### src/rtl/memory_pkg.sv
// Shared types and constants for the two-port memory arbiter.
package memory_pkg;

    localparam int ADDR_W = 17;
    localparam int DATA_W = 32;

    typedef enum logic [1:0] {
        MS_IDLE   = 2'd0,
        MS_ACCESS = 2'd1,
        MS_DONE   = 2'd2
    } mstate_e;

    localparam logic PORT_CPU = 1'b0;
    localparam logic PORT_IO  = 1'b1;

    typedef struct packed {
        logic              we;
        logic [ADDR_W-1:0] addr;
        logic [DATA_W-1:0] wdata;
    } xact_t;

    // Pick the transaction fields of the winning requester.
    function automatic xact_t select_xact(
        input logic              winner,
        input logic              cpu_we,
        input logic [ADDR_W-1:0] cpu_addr,
        input logic [DATA_W-1:0] cpu_wdata,
        input logic              io_we,
        input logic [ADDR_W-1:0] io_addr,
        input logic [DATA_W-1:0] io_wdata
    );
        xact_t t;
        if (winner == PORT_IO) begin
            t.we    = io_we;
            t.addr  = io_addr;
            t.wdata = io_wdata;
        end else begin
            t.we    = cpu_we;
            t.addr  = cpu_addr;
            t.wdata = cpu_wdata;
        end
        return t;
    endfunction

endpackage

### src/rtl/memory_arbiter_grant_select.sv
// Winner selection between CPU and IOP requests.
// MEMORY_ARBITER_ROUND_ROBIN_EN swaps fixed IOP priority for a last-grant round robin.
module grant_select
    import memory_pkg::*;
(
`ifdef MEMORY_ARBITER_ROUND_ROBIN_EN
    input  logic clock,
    input  logic reset,
    input  logic grant_take,
`endif
    input  logic cpu_req,
    input  logic io_req,
    output logic any_req,
    output logic winner
);

    assign any_req = cpu_req | io_req;

`ifdef MEMORY_ARBITER_ROUND_ROBIN_EN
    logic last_grant_q;
    logic last_grant_d;

    // Contested requests go to the port that did not win last time.
    always_comb begin
        winner       = PORT_IO;
        last_grant_d = last_grant_q;
        if (cpu_req && io_req) begin
            winner = ~last_grant_q;
        end else if (io_req) begin
            winner = PORT_IO;
        end else begin
            winner = PORT_CPU;
        end
        if (grant_take) begin
            last_grant_d = winner;
        end else begin
            last_grant_d = last_grant_q;
        end
    end

    // Last-grant register.
    always_ff @(posedge clock) begin
        if (!reset) begin
            last_grant_q <= PORT_IO;
        end else begin
            last_grant_q <= last_grant_d;
        end
    end
`else
    // Fixed priority: IOP over CPU.
    always_comb begin
        winner = PORT_CPU;
        if (io_req) begin
            winner = PORT_IO;
        end else begin
            winner = PORT_CPU;
        end
    end
`endif

endmodule

### src/rtl/memory_arbiter.sv
// Two-port arbiter/sequencer for the single memory port, with fixed wait states.
// Optional round-robin arbitration via MEMORY_ARBITER_ROUND_ROBIN_EN.
module memory_arbiter
    import memory_pkg::*;
#(
    parameter int WAIT_STATES = 2,
    parameter int CW          = 4
) (
    input  logic         clock,
    input  logic         reset,
    input  logic         cpu_req,
    input  logic         cpu_we,
    input  logic [15:31] cpu_address,
    input  logic [0:31]  cpu_wdata,
    output logic         cpu_ack,
    input  logic         io_req,
    input  logic         io_we,
    input  logic [15:31] io_address,
    input  logic [0:31]  io_wdata,
    output logic         io_ack,
    output logic [0:31]  rdata,
    output logic [15:31] memory_address,
    output logic         memory_we,
    output logic [0:31]  memory_data_out,
    input  logic [0:31]  memory_data_in,
    output logic         busy
);

    mstate_e      state_q, state_d;
    logic [CW-1:0] count_q, count_d;
    logic         grant_q, grant_d;
    xact_t        xact_q, xact_d;
    logic [0:31]  rdata_q, rdata_d;

    logic         cpu_ack_q, cpu_ack_d;
    logic         io_ack_q, io_ack_d;
    logic         busy_q, busy_d;
    logic         mem_we_q, mem_we_d;
    logic [15:31] mem_addr_q, mem_addr_d;
    logic [0:31]  mem_wdata_q, mem_wdata_d;

    logic         any_req;
    logic         winner;
    logic         grant_take;

    assign grant_take = (state_q == MS_IDLE) && any_req;

    grant_select u_grant_select (
`ifdef MEMORY_ARBITER_ROUND_ROBIN_EN
        .clock      (clock),
        .reset      (reset),
        .grant_take (grant_take),
`endif
        .cpu_req    (cpu_req),
        .io_req     (io_req),
        .any_req    (any_req),
        .winner     (winner)
    );

    // State, counter, grant and transaction latches.
    always_ff @(posedge clock) begin
        if (!reset) begin
            state_q <= MS_IDLE;
            count_q <= {CW{1'b0}};
            grant_q <= PORT_CPU;
            xact_q  <= '0;
            rdata_q <= 32'h0000_0000;
        end else begin
            state_q <= state_d;
            count_q <= count_d;
            grant_q <= grant_d;
            xact_q  <= xact_d;
            rdata_q <= rdata_d;
        end
    end

    // Next-state: grant in IDLE, count down in ACCESS, capture read data on exit.
    always_comb begin
        state_d = state_q;
        count_d = count_q;
        grant_d = grant_q;
        xact_d  = xact_q;
        rdata_d = rdata_q;
        case (state_q)
            MS_IDLE: begin
                if (any_req) begin
                    state_d = MS_ACCESS;
                    grant_d = winner;
                    count_d = CW'(WAIT_STATES);
                    xact_d  = select_xact(winner, cpu_we, cpu_address, cpu_wdata,
                                          io_we, io_address, io_wdata);
                end else begin
                    state_d = MS_IDLE;
                end
            end
            MS_ACCESS: begin
                if (count_q != {CW{1'b0}}) begin
                    count_d = count_q - {{(CW-1){1'b0}}, 1'b1};
                end else begin
                    state_d = MS_DONE;
                    if (!xact_q.we) begin
                        rdata_d = memory_data_in;
                    end else begin
                        rdata_d = rdata_q;
                    end
                end
            end
            MS_DONE: begin
                state_d = MS_IDLE;
            end
            default: begin
                state_d = MS_IDLE;
            end
        endcase
    end

    // Outputs are registered, so they are decoded from the state being entered.
    always_comb begin
        busy_d      = (state_d != MS_IDLE);
        mem_we_d    = 1'b0;
        mem_addr_d  = 17'h0_0000;
        mem_wdata_d = 32'h0000_0000;
        cpu_ack_d   = 1'b0;
        io_ack_d    = 1'b0;
        if (state_d == MS_ACCESS) begin
            mem_we_d    = xact_d.we;
            mem_addr_d  = xact_d.addr;
            mem_wdata_d = xact_d.wdata;
        end else begin
            mem_we_d    = 1'b0;
            mem_addr_d  = 17'h0_0000;
            mem_wdata_d = 32'h0000_0000;
        end
        if (state_d == MS_DONE) begin
            cpu_ack_d = (grant_d == PORT_CPU);
            io_ack_d  = (grant_d == PORT_IO);
        end else begin
            cpu_ack_d = 1'b0;
            io_ack_d  = 1'b0;
        end
    end

    // Output registers.
    always_ff @(posedge clock) begin
        if (!reset) begin
            busy_q      <= 1'b0;
            mem_we_q    <= 1'b0;
            mem_addr_q  <= 17'h0_0000;
            mem_wdata_q <= 32'h0000_0000;
            cpu_ack_q   <= 1'b0;
            io_ack_q    <= 1'b0;
        end else begin
            busy_q      <= busy_d;
            mem_we_q    <= mem_we_d;
            mem_addr_q  <= mem_addr_d;
            mem_wdata_q <= mem_wdata_d;
            cpu_ack_q   <= cpu_ack_d;
            io_ack_q    <= io_ack_d;
        end
    end

    assign cpu_ack         = cpu_ack_q;
    assign io_ack          = io_ack_q;
    assign busy            = busy_q;
    assign rdata           = rdata_q;
    assign memory_we       = mem_we_q;
    assign memory_address  = mem_addr_q;
    assign memory_data_out = mem_wdata_q;

endmodule

### config.mk
export PLATFORM = sky130hd
export DESIGN_NAME = memory_arbiter
export DESIGN_NICKNAME = d
export VERILOG_FILES = /design/src/rtl/memory_pkg.sv /design/src/rtl/memory_arbiter_grant_select.sv /design/src/rtl/memory_arbiter.sv
export SDC_FILE = /design/constraint.sdc
export NUM_CORES = 1
export LEC_CHECK = 0
export CAP_MARGIN = 20
export CORE_ASPECT_RATIO = 1.1
export CORE_UTILIZATION = 48
export CTS_CLUSTER_DIAMETER = 50
export DETAILED_ROUTE_END_ITERATION = 16
export HOLD_SLACK_MARGIN = 0.03
export PLACE_DENSITY = 0.86
export SKIP_CTS_REPAIR_TIMING = 1
export SYNTH_ARGS = -nofsm -noshare
export SYNTH_HDL_FRONTEND = slang
export SYNTH_SLANG_ARGS = --single-unit
### constraint.sdc
create_clock -name clock -period 6 [get_ports clock]
set_clock_uncertainty 0.15 [all_clocks]
set_input_delay 1.2 -clock clock [delete_from_list [all_inputs] [get_ports clock]]
set_output_delay 1.2 -clock clock [all_outputs]
set_load 0.05 [all_outputs]
# After elaboration in Yosys (flattened, before gate mapping)
# Cells that the tools add are included.
classes:
  addsub: 1
  n_mul: 0
  n_div: 0
  order_cmp: 0
  eq_ne: 5
  shift: 0
  muxes: 12
  bitwise_logic: 4
  n_reduce_logical: 8
op_table:
  columns: ["op", "count"]
  rows:
  - ["2-to-1 mux 50 bit", 3]
  - ["2-to-1 mux 4 bit", 2]
  - ["case mux 4 bit (2 select lines)", 1]
  - ["AND reduction 3 bit", 2]
  - ["== test 2 x 1 -> 1 bit, second input constant", 2]
  - ["2-to-1 mux 1 bit", 4]
  - ["inequality test 2 bit, second input constant", 2]
  - ["case mux 2 bit (2 select lines)", 1]
  - ["AND reduction 2 bit", 2]
  - ["nonzero test 2 bit", 2]
  - ["nonzero test 4 bit", 1]
  - ["subtractor 4 x 1 -> 4 bit, second input constant", 1]
  - ["inverter 1 bit", 3]
  - ["== test 2 bit, second input constant", 1]
  - ["zero test 2 bit", 1]
  - ["2-to-1 mux 2 bit", 1]
  - ["bitwise OR 1 bit", 1]
totals:
  reg_bits: 142
  latchBits: 0
  mem_bits_rw: 0
  mem_bits_ro: 0
  inputBits: 136
  output_inout_bits: 85
  word_cells: 43
  n_memories: 0

# Longest topological paths before layout
logic_depth:
  ltp_word: 5
  depth_mapped: 8
  depth_no_buf: 5

# By module
# From an unflattened synthesis, not the netlist that was laid out.
unflattened:
  hier_cells: 530
  area_unflattened_um2: 5718.0
modules_own_cells:
  columns: ["module", "n_inst", "cells_per_inst", "area_each_um2"]
  rows:
  - ["memory_arbiter", 1, 528, 5704.2]
  - ["grant_select", 1, 2, 13.8]

# Worst setup path before layout
# OpenSTA, ideal clock, no wires.
synth_timing:
  kind: "input to register"
  startpoint: "in io_req"
  endpoint: "reg mem_addr_q, in the netlist memory_address[16]"
  setup_ps: 70
  arrival_ps: 2196
  required_ps: 5780
  path_slack_ps: 3584
  cell_stages: 6
  path_buffers: 3
  path_cell_list: "clkbuf_1 -> or2_1 -> clkbuf_1 -> buf_1 -> nand3_1 -> a21boi_1"
synth_between:
  elab_chain_cells: 5
synth_rtl:
  columns: ["item", "line_no", "source"]
  rows:
  - ["from (decl)", "memory_arbiter.sv:16", "input logic io_req,"]
  - ["bitwise OR 1 bit", "memory_arbiter_grant_select.sv:17", "assign any_req = cpu_req | io_req;"]
  - ["2-to-1 mux 1 bit", "memory_arbiter.sv:86", "if (any_req) begin"]
  - ["case mux 2 bit (2 select lines)", "memory_arbiter.sv:84", "case (state_q)"]
  - ["== test 2 x 1 -> 1 bit", "memory_arbiter.sv:125", "if (state_d == MS_ACCESS) begin"]
  - ["AND reduction 2 bit (no line)", null, null]
  - ["to (signal assigned)", "memory_arbiter.sv:155", "mem_addr_q <= mem_addr_d;"]
  - ["to (decl)", "memory_arbiter.sv:39", "logic [15:31] mem_addr_q, mem_addr_d;"]
# Several ways; a longest one is shown, not always the timed one.
# A chain may end at the register's enable or synchronous reset.

# Worst setup path in the final report
layout_timing:
  startpoint: "in cpu_req"
  endpoint: "reg count_q[1]"
layout_between:
  elab_chain_cells: 3
layout_rtl:
  columns: ["item", "line_no", "source"]
  rows:
  - ["from (decl)", "memory_arbiter.sv:11", "input logic cpu_req,"]
  - ["bitwise OR 1 bit", "memory_arbiter_grant_select.sv:17", null]
  - ["inequality test 2 bit (no line)", null, null]
  - ["AND reduction 3 bit (no line)", null, null]
  - ["to (signal assigned)", "memory_arbiter.sv:64", "count_q <= {CW{1'b0}};"]
  - ["to (signal assigned)", "memory_arbiter.sv:70", "count_q <= count_d;"]
  - ["to (decl)", "memory_arbiter.sv:30", "logic [CW-1:0] count_q, count_d;"]
# No other way between the ends.

==> results_dict.tcl <==
set metrics [dict create \
    fin_cells 988 \
    drt_wl_total_microns 15900 \
    ir_worst_vdd_mv 0.177 \
    wire_per_inst_microns 16.1 \
    holdPathEnd "rdata[11]$_SDFFE_PN0P_" \
    seq_area_frac_synth_pct 47.4 \
    hold_violations 0 \
    htreeDepth 4 \
    synth_cell_types 32 \
    grt_pass1_wl_microns 25000 \
    num_vias 5435 \
    ioPinCount 221 \
    die_area_sq_um 12900 \
    hold_depth 2 \
    drv_slew 0 \
    whs_ps 310 \
    dp_hpwl_microns 10500 \
    antenna_left 0 \
    postSynthAreaPerCell_sq_um 9.40 \
    worstMarginPinSlew_ps 1030 \
    fmax_ghz 0.338 \
    synth_fp_nets 776 \
    dp_cells 955 \
    cts_max_path_buffers 2 \
    start_kind "input pin" \
    io_buffer_count 220 \
    status "complete, no violations" \
    rows 42 \
    start_util_pct 49.6 \
    post-route-drc-count 0 \
    end_kind "flop" \
    antenna_found_initial 0 \
    ys_seq_elements 142 \
    yosysWarnings 0 \
    cts.sinks 142 \
    min_from "rdata[11]$_SDFFE_PN0P_" \
    cp_data_required_time_ps 6150 \
    cts_tree "built" \
    synth_edf_count 0 \
    die_h_microns 119 \
    setup_ws_ps 3040 \
    via_per_inst 5.50 \
    fin_crit_sh_pct 49.3 \
    tns_ps 0 \
    firstDrtPassIters 5 \
    setup_viol 0 \
    worstReg2RegEnd "count_q[3]$_SDFFE_PN0P_" \
    criticalPathCategory "in -> reg" \
    insertion_delay_ps 410 \
    r2r_start "count_q[0]$_SDFFE_PN0P_" \
    core_area_sq_um 12100 \
    r2r_cells 6 \
    die_x_microns 109 \
    nNetsFinal 959 \
    dp_slack_ps 2670 \
    grt_max_degree 106 \
    numCtsBuffers 17 \
    leakage_nw 3.20 \
    cts-root-buf "clkbuf_16" \
    antenna_cells 0 \
    period_minus_slack_ps 2960 \
    maxCapViolCount 0 \
    place_congestion 0.737 \
    netlist_instances 638 \
    critPathArrivalTime_ps 3100 \
    drive_gt1_share_pct 11.5 \
    clkTransAtPathRegs_ps 60 \
    area_delta_synth_final_pct 46.0 \
    synth_ff_type "dfxtp_1" \
    first_iter_violations 248 \
    p_per_area_nw_per_um2 317 \
    rsz0062_at_grt "no" \
    relSlewSlack_pct 31.2 \
    async_reset_ff_share_pct 0 \
    grt_pass1_vias 5424 \
    cp_max_fo 52 \
    grt_util_all_layers_pct 24.5 \
    synth.cell_area_sq_um 6000 \
    grt_overflow_total 0 \
    regToRegSetupSlack_ps 3730 \
    hold_path.class "reg -> reg" \
]
[area by class of cell]
cell class	instances	area, sq um
timing repair buffer	227	2270
fill	872	3330
tap	154	193
clock buffer	19	443
clock inverter	13	118
multi-input combinational	430	2880
inverter	3	11.3
sequential	142	2840
[how the worst max path moves through the flow]
stage                           startpoint                             to  slack, ps  cells after the start
global route                       cpu_req        count_q[1]$_SDFFE_PN0P_       2910                      4
finish                             cpu_req        count_q[1]$_SDFFE_PN0P_       3040                      4
CTS                 rdata[13]$_SDFFE_PN0P_                      rdata[13]       3050                      1
detailed placement                 cpu_req        count_q[1]$_SDFFE_PN0P_       2670                      4
floorplan                           io_req  memory_address[16]$_SDFF_PN0_       3580                      6
global placement                   cpu_req        count_q[1]$_SDFFE_PN0P_       2760                      4
[worst max-delay path: stages]
cell and delay (ps):
clkdlybuf4s50_1 470, nor2_4 790, nor2_1 230, o311a_1 390
[cell usage after synthesis, types with 2 or more instances]
cell | count | share of area (%)
dfxtp_1 | 142 | 47
nand3_1 | 101 | 8.4
a21boi_1 | 100 | 13
nand2_1 | 66 | 4.1
o21ai_0 | 52 | 4.3
mux2_2 | 50 | 9.4
clkbuf_1 | 40 | 2.5
mux2i_1 | 32 | 5.3
buf_2 | 12 | 1.0
buf_1 | 8 | 0.50
nor2_1 | 4 | 0.25
buf_8 | 3 | 0.75
inv_1 | 3 | 0.19
a21oi_1 | 2 | 0.17
ha_1 | 2 | 0.42
nor2b_1 | 2 | 0.21
o21a_1 | 2 | 0.25
or2_1 | 2 | 0.21
or3b_1 | 2 | 0.29
[cells by family (layout without fill, tap and decap cells)]
family,count (synthesis),in the layout,share of synthesized area (%)
AND/OR/NAND/NOR,186,186,14.7
AO/OA/AOI/OAI,160,160,17.8
flip-flops,142,142,47.4
multiplexers,82,82,14.7
buffers and inverters,66,262,4.94
adder cells (fa/ha/maj),2,2,0.417
[flip-flops by register name, indices dropped and copies added (netlist names)]
name,cells
state_q,2
rdata,32
busy,1
count_q,4
xact_q,50
cpu_ack,1
memory_address,17
memory_we,1
io_ack,1
memory_data_out,32
grant_q,1
[through the flow]
stage / instance area (sq um) / total power, W / util [%]
floorplan: 6000 / 0.00155 / -
global placement: 8170 / 0.00178 / 67.6
detailed placement: 8170 / 0.00180 / 67.6
CTS: 8730 / 0.00278 / 72.2
global route: 8750 / 0.00288 / 72.4
finish: 8750 / 0.00277 / 72.4
[per-layer routing]
layer | global-route usage, % | share of wire, %
met1 | 26.8 | 38
met2 | 44.9 | 53
met3 | 6.24 | 7.8
met4 | 8.19 | 1.3
met5 | 0 | 0
[power by group]
part           internal (W)  switching, W
clock              0.000581      0.000402
sequential          0.00104     0.0000416
combinational      0.000283      0.000430
[cell usage in the layout, fill, tap and decap left out, types with 2 or more instances in the layout]
master,netlist,routed
nor2_4,0,2
ha_1,2,2
nand3_1,101,101
buf_4,0,7
clkinvlp_4,0,5
nor2_1,4,2
mux2i_1,32,32
clkdlybuf4s50_1,0,218
a21oi_1,2,2
clkbuf_16,0,17
dfxtp_1,142,142
mux2_2,50,50
inv_1,3,3
a21boi_1,100,100
o21ai_0,52,52
clkinv_4,0,3
o21a_1,2,2
nand2_1,66,66
clkinv_2,0,3
Note: power is estimated with default switching activity, not from simulation.
